===== src/rtl/weighted_bitsum_pipe.sv =====
// weighted_bitsum_pipe: pipelined weighted popcount with threshold compare
// and valid/ready flow control for the WOS rank path.
module weighted_bitsum_pipe #(
  parameter int N = 9,
  parameter int W_BITS = 3,
  parameter int WEIGHTED = 1,
  parameter int PIPE_EVERY = 2,
  localparam int SUM_W = (WEIGHTED != 0)
    ? $clog2(N*((2**W_BITS)-1)+1)
    : $clog2(N+1)
) (
  input  logic             clk,
  input  logic             rst_n,
  input  logic             clear,
  input  logic             in_valid,
  output logic             in_ready,
  input  logic [N-1:0]     in_bits,
  input  logic [N*W_BITS-1:0] weights,
  input  logic [SUM_W-1:0] threshold,
  output logic             out_valid,
  input  logic             out_ready,
  output logic [SUM_W-1:0] sum,
  output logic             ge
);

  localparam int D = $clog2(N);
  localparam int WMAX = (WEIGHTED != 0) ? (2**W_BITS)-1 : 1;

  function automatic int f_cnt(input int l);
    return (N + (1 << l) - 1) >> l;
  endfunction

  function automatic int f_lw(input int l);
    int k;
    k = 1 << l;
    if (k > N) k = N;
    return $clog2(k*WMAX + 1);
  endfunction

  logic w_stall;
  assign w_stall  = out_valid && !out_ready;
  assign in_ready = !w_stall;

  for (genvar l = 0; l <= D; l++) begin : g_lv
    localparam int C  = f_cnt(l);
    localparam int LW = f_lw(l);
    logic [LW-1:0]    w_q [C];
    logic             w_v;
    logic [SUM_W-1:0] w_t;

    if (l == 0) begin : g_in
      logic [LW-1:0]    w_p [C];
      logic [LW-1:0]    r_p [C];
      logic             r_v;
      logic [SUM_W-1:0] r_t;

      for (genvar i = 0; i < C; i++) begin : g_pr
        if (WEIGHTED != 0) begin : g_w
          assign w_p[i] = in_bits[i] ?
            weights[i*W_BITS +: W_BITS] : '0;
        end else begin : g_b
          assign w_p[i] = in_bits[i];
        end
      end

      if (WEIGHTED == 0) begin : g_nw
        logic w_unused;
        assign w_unused = ^weights;
      end

      always_ff @(posedge clk or negedge rst_n) begin
        if (!rst_n) begin
          r_v <= 1'b0;
          r_t <= '0;
          for (int i = 0; i < C; i++) r_p[i] <= '0;
        end else begin
          if (clear) r_v <= 1'b0;
          else if (!w_stall) r_v <= in_valid;
          if (in_valid && !w_stall) begin
            r_t <= threshold;
            for (int i = 0; i < C; i++) r_p[i] <= w_p[i];
          end
        end
      end

      assign w_q = r_p;
      assign w_v = r_v;
      assign w_t = r_t;
    end else begin : g_add
      localparam int PC = f_cnt(l-1);
      localparam int O  = PC % 2;
      localparam bit REG = (l == D) || (l % PIPE_EVERY == 0);
      logic [LW-1:0] w_s [C];

      // odd leftover passes up on node 0 so the upper half is the larger one
      for (genvar j = 0; j < C; j++) begin : g_n
        if (O == 1 && j == 0) begin : g_pass
          assign w_s[j] = LW'(g_lv[l-1].w_q[0]);
        end else begin : g_pair
          assign w_s[j] = LW'(g_lv[l-1].w_q[2*j-O])
                        + LW'(g_lv[l-1].w_q[2*j-O+1]);
        end
      end

      if (l == D) begin : g_out
        logic [SUM_W-1:0] r_s;
        logic             r_g;
        logic             r_v;

        assign w_t = g_lv[l-1].w_t;

        always_ff @(posedge clk or negedge rst_n) begin
          if (!rst_n) begin
            r_s <= '0;
            r_g <= 1'b0;
            r_v <= 1'b0;
          end else begin
            if (clear) r_v <= 1'b0;
            else if (!w_stall) r_v <= g_lv[l-1].w_v;
            if (!w_stall) begin
              r_s <= w_s[0];
              r_g <= (w_s[0] >= w_t);
            end
          end
        end

        assign w_q[0] = r_s;
        assign w_v    = r_v;
        assign ge     = r_g;
      end else if (REG) begin : g_reg
        logic [LW-1:0]    r_q [C];
        logic             r_v;
        logic [SUM_W-1:0] r_t;

        always_ff @(posedge clk or negedge rst_n) begin
          if (!rst_n) begin
            r_v <= 1'b0;
            r_t <= '0;
            for (int j = 0; j < C; j++) r_q[j] <= '0;
          end else begin
            if (clear) r_v <= 1'b0;
            else if (!w_stall) r_v <= g_lv[l-1].w_v;
            if (!w_stall) begin
              r_t <= g_lv[l-1].w_t;
              for (int j = 0; j < C; j++) r_q[j] <= w_s[j];
            end
          end
        end

        assign w_q = r_q;
        assign w_v = r_v;
        assign w_t = r_t;
      end else begin : g_comb
        assign w_q = w_s;
        assign w_v = g_lv[l-1].w_v;
        assign w_t = g_lv[l-1].w_t;
      end
    end
  end

  assign sum       = g_lv[D].w_q[0];
  assign out_valid = g_lv[D].w_v;

endmodule


===== config.mk =====
export PLATFORM = sky130hd
export DESIGN_NAME = weighted_bitsum_pipe
export DESIGN_NICKNAME = d
export VERILOG_FILES = /design/src/rtl/weighted_bitsum_pipe.sv
export SDC_FILE = /design/constraint.sdc
export NUM_CORES = 1
export LEC_CHECK = 0
export CORE_ASPECT_RATIO = 0.75
export CORE_MARGIN = 2
export CORE_UTILIZATION = 52
export DETAILED_ROUTE_END_ITERATION = 12
export PLACE_DENSITY = 0.87
export SETUP_SLACK_MARGIN = 0.15
export SYNTH_ARGS = -nofsm -noshare
export SYNTH_HDL_FRONTEND = slang
export SYNTH_SLANG_ARGS = --single-unit

===== constraint.sdc =====
create_clock -name clk -period 3.1 [get_ports clk]
set_input_delay 0.775 -clock clk [delete_from_list [all_inputs] [get_ports clk]]
set_output_delay 0.775 -clock clk [all_outputs]
set_load 0.05 [all_outputs]

==> results.cfg, run 1 <==
[timing]
rsz0062_at_grt = yes
finalSetupTns_ps = 0
hold_viol_final = 0
worst_clock_skew_ps = 8.16
layout_worst_path_cycle_share = 0.928
drv_slew = 0
tightest_slew_ps = 540
period_minus_slack_ps = 2880
maxSlewHeadroom = 0.640
fmax_mhz = 348
setup_viol = 0

[worst_setup_path]
crit_slowest_cell = fa_1
worstPathRequired_ps = 3310
regToRegSetupSlack_ps = 220
endpoint_kind = register
cp_max_fo = 2
cp_top_family = adder cells
crit_path_frequent_cell = a21oi_2
rr_startpoint = g_lv[2].g_add.g_reg.r_q[1]
critPathKind = register to register
cp.buffers_inverters = 2
max_stage_delay_ps = 530
ff2ff_path_depth = 12
cp-start-kind = register
cp_cell_sequence = inv_2 > fa_1 > inv_1 > ha_2 > fa_2 > a21o_1 > a21oi_2 > xnor2_2 > ha_1 > a21oi_2 > o211ai_1 > o22a_1
crit_arrival_ps = 3090
crit-reg2reg-capture = ge

[global_routing]
grt_pass1_vias = 2264
top_usage_layer = met2
use_met1 = 0.266
antenna_found_initial = 0
grt_max_degree = 62
track_usage = 0.199
gr-usage-met2 = 0.320
gr-usage-met3 = 0.0564
grt.overflow.total = 0
grt_pass1_wl_um = 9970

[power]
leakagePower_uw = 0.00189
power.density_nw_per_um2 = 759
ir_drop_uv = 405

[clock_network]
cts.path.max_buffers = 2
cts-htree-levels = 3
hold_buffers = 0
cts_root_buf = clkbuf_8
clkSinkCount = 62
clkLatencyLatePin_ps = 330
numCtsBuffers = 9
cts_tree = yes
cts.reportedPaths.clkPinSlew_ps = 70

[die]
start_util = 0.535
die_w_um = 93.1
die_area_um2 = 6600
fp.dieH_um = 70.9
pin_count = 56
row_count = 24
core_area_um2 = 5800

[synthesis]
syn_nets = 384
synth_top_family_by_area = adder cells
syn-cell-area_um2 = 3100
muxShareOfSynthArea = 0.0291
syn_avg_cell_area_um2 = 10.3
synth_fa_ha_area_frac = 0.184
synth-seq-cells = 62
synth.yosys.warnings = 0
seq_area_frac_synth = 0.501
ys_async_sr_fraction = 1.00
synth_compound_area_frac = 0.0985
synthFlopType = dfrtp_1
ys_types = 24
synth_edf_count = 0
synthCells = 301
synth_xor_area_frac = 0.0141
synth_simple_gate_area_frac = 0.133

[finish]
finalNetCount = 444
drive_gt1_frac = 0.0989
diodes = 0
area.growth.synth_to_final_pct = 26.0
utilization = 0.674

[drt]
post_drt_wl_per_cell_um = 13.3
vias_per_cell = 4.97
num_vias = 2196
firstDrtPassIters = 4
drtIter0Drc = 69
drtAntennaViolNets = 0
finalWirelength_um = 5880
post-route-drc-count = 0

[placement]
dp_hpwl_um = 4370
port_buffers = 55
gp_congestion = 0.830

[job]
maxCapViolCount = 0

[worst_hold_path]
hp-class = input port to asynchronous set/reset pin

[outcome]
status = finished, final reports clean
==> cell families after synthesis <==
kind of cell / after synthesis
DFF: 62
xor gates and xnor gates: 5
AOI/OAI and AO/OA: 57
adders and majority gates: 36
buffers and inverters: 29
and+or+nand+nor: 104
muxes: 8
==> Yosys cell counts (2+ instances only) <==
| cell | number | area share |
|---|---|---|
| nand2_1 | 89 | 0.11 |
| dfrtp_1 | 62 | 0.50 |
| o21ai_0 | 36 | 0.058 |
| ha_1 | 20 | 0.081 |
| inv_1 | 17 | 0.021 |
| fa_1 | 16 | 0.10 |
| a21oi_1 | 14 | 0.023 |
| nor2_1 | 11 | 0.013 |
| mux2_2 | 8 | 0.029 |
| a21o_1 | 4 | 0.0097 |
| buf_2 | 4 | 0.0065 |
| clkbuf_1 | 4 | 0.0048 |
| xor2_1 | 3 | 0.0085 |
| clkbuf_2 | 2 | 0.0032 |
| xnor2_1 | 2 | 0.0057 |
==> per-layer routing <==
metal,vias to the layer above,routed length [µm]
li1,1093,-
met1,1030,2560
met2,62,2810
met3,11,423
met4,0,82
met5,-,0
==> state kept, by name (all words and copies together), names as in the netlist <==
signal and flops:
g_lv.g_add.g_reg.r_q 13, g_lv.g_add.g_reg.r_v 1, g_lv.g_in.r_t 6, g_lv.g_in.r_p 27, out_valid 1, g_lv.g_add.g_reg.r_t 6
sum 6, g_lv.g_in.r_v 1, ge 1
==> power breakdown <==
group / internal [µW] / switching (µW)
clock: 301 / 285
combinational: 584 / 733
sequential: 967 / 92.9
==> cell type report <==
cell class	count	area (µm²)
tap	78	97.6
clock inverter	2	10.0
clock buffer	12	145
sequential	62	1550
fill	442	1890
timing repair buffer	60	593
multi-input combinational	210	1440
inverter	18	70.1
==> stage by stage <==
stage | cell area [µm²] | total power (µW) | instances | setup slack, ps | hold WS [ps]
4_1_cts | 3880 | 2920 | 441 | 169 | 388
2_1_floorplan | 3100 | 1930 | 301 | 387 | 440
3_3_place_gp | 3730 | 2240 | 427 | 304 | 456
3_5_place_dp | 3730 | 2320 | 427 | 180 | 465
5_1_grt | 3910 | 3190 | 442 | 132 | 404
6_report | 3910 | 2960 | 442 | 222 | 386
==> worst max path at each step <==
| stage | to | cells past startpoint | slack, ps | startpoint |
|---|---|---|---|---|
| 6_report | ge | 12 | 220 | g_lv[2].g_add.g_reg.r_q[1] |
| 5_1_grt | ge | 12 | 130 | g_lv[2].g_add.g_reg.r_q[1] |
| 4_1_cts | ge | 12 | 170 | g_lv[2].g_add.g_reg.r_q[1] |
| 3_5_place_dp | ge | 12 | 180 | g_lv[2].g_add.g_reg.r_q[1] |
| 3_3_place_gp | ge | 12 | 300 | g_lv[2].g_add.g_reg.r_q[1] |
| 2_1_floorplan | ge | 12 | 390 | g_lv[2].g_add.g_reg.r_q[1] |
==> worst reg2reg max path: stages (launching register included) <==
cell      delay [ps]
dfrtp_1          340
inv_2             50
fa_1             530
inv_1             50
ha_2             190
fa_2             380
a21o_1           180
a21oi_2          170
xnor2_2          100
ha_1             320
a21oi_2          140
o211ai_1         110
o22a_1           210
==> timing repair <==
| item | in CTS | in global routing |
|---|---|---|
| setup buffers | 0 | 1 |
| gates resized for setup | 0 | 5 |
| endpoints found under the hold margin | 0 | 0 |
| setup endpoints to repair | 0 | 1 |
==> cell usage in the layout (no fill, tap or decap), types with 3 or more instances in the layout <==
| cell | Yosys | routed |
|---|---|---|
| ha_1 | 20 | 19 |
| inv_1 | 17 | 16 |
| a21oi_1 | 14 | 13 |
| buf_4 | 0 | 5 |
| clkdlybuf4s50_1 | 0 | 53 |
| mux2_2 | 8 | 8 |
| xor2_1 | 3 | 3 |
| dfrtp_1 | 62 | 62 |
| clkbuf_8 | 0 | 10 |
| nand2_1 | 89 | 89 |
| o21ai_0 | 36 | 36 |
| a21o_1 | 4 | 4 |
| nor2_1 | 11 | 11 |
| fa_1 | 16 | 15 |
(Power assumes the default switching activity.)
==> run 2: changes to the inputs <==
ABC_AREA = 1   (was unset)
CORE_UTILIZATION = 53   (was 52)
PLACE_DENSITY = 0.88   (was 0.87)
==> run 2 against run 1 <==
Critical path type unchanged. First-iteration DRC count increased by 29%. Core utilization increased by 1.4 points. Critical path depth increased by 3. Register-to-register slack improved by 110 ps. Sequential share of layout area decreased by 0.79 points. Setup slack improved by 110 ps. Sequential power about the same.
==> results.cfg, run 2 <==
[worst_setup_path]
cp-start-kind = register
regToRegSetupSlack_ps = 330
crit_arrival_ps = 3000
critPathKind = register to register
endpoint_kind = register
crit-reg2reg-capture = ge
startpoint = g_lv[2].g_add.g_reg.r_q[1]
ff2ff_path_depth = 15
worstPathRequired_ps = 3340
crit_path_end = ge
rr_startpoint = g_lv[2].g_add.g_reg.r_q[1]
cp_max_fo = 2

[placement]
port_buffers = 55
post-place-ws_ps = 240
gp_congestion = 0.839
dp_hpwl_um = 4720

[synthesis]
ys_async_sr_fraction = 1.00
syn_nets = 420
synthCells = 337
synth_top_area_frac = 0.487
syn_avg_cell_area_um2 = 9.45
synth.yosys.warnings = 0
syn-cell-area_um2 = 3180
ys_types = 22
yosys-top-cells-count = nand2_1 (123), dfrtp_1 (62), inv_1 (27)
synth-seq-cells = 62
synthFlopType = dfrtp_1
seq_area_frac_synth = 0.487
yosysMostFrequentCell = nand2_1
synth_edf_count = 0
yosysTopAreaCell = dfrtp_1
synthTopCellsByArea = dfrtp_1 (49%), nand2_1 (14%), fa_1 (10%)

[timing]
finalSetupTns_ps = 0
tightest_slew_ps = 490
setup_viol = 0
worst_slack_ps = 332
maxSlewHeadroom = 0.672
fmax_mhz = 361
hold_viol_final = 0
layout_worst_path_cycle_share = 0.893
period_minus_slack_ps = 2770
worst_clock_skew_ps = 6.44
drv_slew = 0
whs_ps = 385
rsz0062_at_grt = no

[clock_network]
hold_buffers = 0
cts_tree = yes
clkLatencyLatePin_ps = 340
cts.path.max_buffers = 2
clkSinkCount = 62
cts_root_buf = clkbuf_8
numCtsBuffers = 9
cts-htree-levels = 3
cts.reportedPaths.clkPinSlew_ps = 60

[die]
row_count = 24
pin_count = 56
die_w_um = 93.5
start_util = 0.549
die_area_um2 = 6650
core_area_um2 = 5800
fp.dieH_um = 71.1

[finish]
mostFrequentLayoutCells = nand2_1 (122), dfrtp_1 (62), clkdlybuf4s50_1 (53)
final_common_cell = nand2_1
drive_gt1_frac = 0.0721
nFillCells = 436
top_register = g_lv.g_in.r_p
multi_input_area_um2 = 1460
top_regs = g_lv.g_in.r_p: 27 flops, g_lv.g_add.g_reg.r_q: 13 flops
seq_area_um2 = 1550
area.growth.synth_to_final_pct = 25.1
finalNetCount = 481
diodes = 0
largest_reg_flops = 27

[drt]
num_vias = 2389
drtAntennaViolNets = 0
post-route-drc-count = 0
drtIter0Drc = 89
post_drt_wl_per_cell_um = 12.7
finalWirelength_um = 6120
firstDrtPassIters = 4
vias_per_cell = 4.98

[global_routing]
antenna_found_initial = 0
track_usage = 0.219
grt.overflow.total = 0
grt_pass1_vias = 2548
grt_max_degree = 31
grt_pass1_wl_um = 11000

[power]
ir_drop_uv = 329
power.density_nw_per_um2 = 766
leakagePower_uw = 0.00197

[outcome]
status = finished, final reports clean

[worst_hold_path]
hp-class = input port to asynchronous set/reset pin

[job]
maxCapViolCount = 0
## run 2: repair_timing
action / in CTS / in global routing
buffers inserted: 0 / 1
resized for setup: 0 / 4
endpoints found under the setup margin: 0 / 1
## run 2: metal layers
metal,track usage,part of all wire
met1,0.278,0.46
met2,0.348,0.47
met3,0.0767,0.056
met4,0.0882,0.016
met5,0,0
## run 2: kinds of logic (layout without fill, tap and decap cells)
group | after synthesis | count (layout) | synth area share
flip-flops | 62 | 62 | 0.487
buffers and inverters | 40 | 105 | 0.0593
AND/OR/NAND/NOR | 144 | 144 | 0.183
adder cells (fa/ha/maj) | 36 | 36 | 0.179
AO/OA/AOI/OAI | 52 | 52 | 0.0833
XOR/XNOR | 3 | 3 | 0.00825
## run 2: worst max-delay path, stage by stage (launching register included)
cell	delay, ps
dfrtp_1	320
inv_1	60
fa_1	540
inv_1	40
ha_2	190
fa_2	360
nand3_1	120
nand3b_1	110
and2_1	170
ha_1	300
nand2_2	90
inv_1	50
a21oi_2	120
nand3_1	90
nand2_1	60
inv_1	30
## run 2: layout make-up
cell class / count / share of cell area
Inverter: 29 / 0.0280
Timing Repair Buffer: 61 / 0.151
Clock inverter: 1 / 0.00126
Sequential cell: 62 / 0.389
Clock buffer: 14 / 0.0408
Tap cell: 78 / 0.0245
Multi-Input combinational cell: 235 / 0.365
## run 2: how the worst min path moves through the flow
stage / to / slack, ps
finish: g_lv[0].g_in.r_p[9] / 390
global placement: g_lv[2].g_add.g_reg.r_t[0] / 460
floorplan: g_lv[2].g_add.g_reg.r_q[12] / 440
detailed placement: g_lv[0].g_in.r_t[1] / 470
CTS: g_lv[0].g_in.r_p[10] / 370
global route: g_lv[0].g_in.r_p[24] / 380
## run 2: through the flow
stage / power, µW / area [µm²] / instances / utilization
after floorplan: 1970 / 3180 / 337 / -
after global placement: 2300 / 3800 / 464 / 0.655
after detailed placement: 2390 / 3800 / 464 / 0.655
after CTS: 3020 / 3970 / 479 / 0.684
after global routing: 3340 / 3980 / 480 / 0.687
final: 3050 / 3980 / 480 / 0.687
## run 2: where the power goes
part           internal, µW  leakage (µW)  switching (µW)  total, µW
combinational           577       0.00110             807       1380
sequential              966      0.000788            86.1       1050
clock                   329     0.0000865             285        614
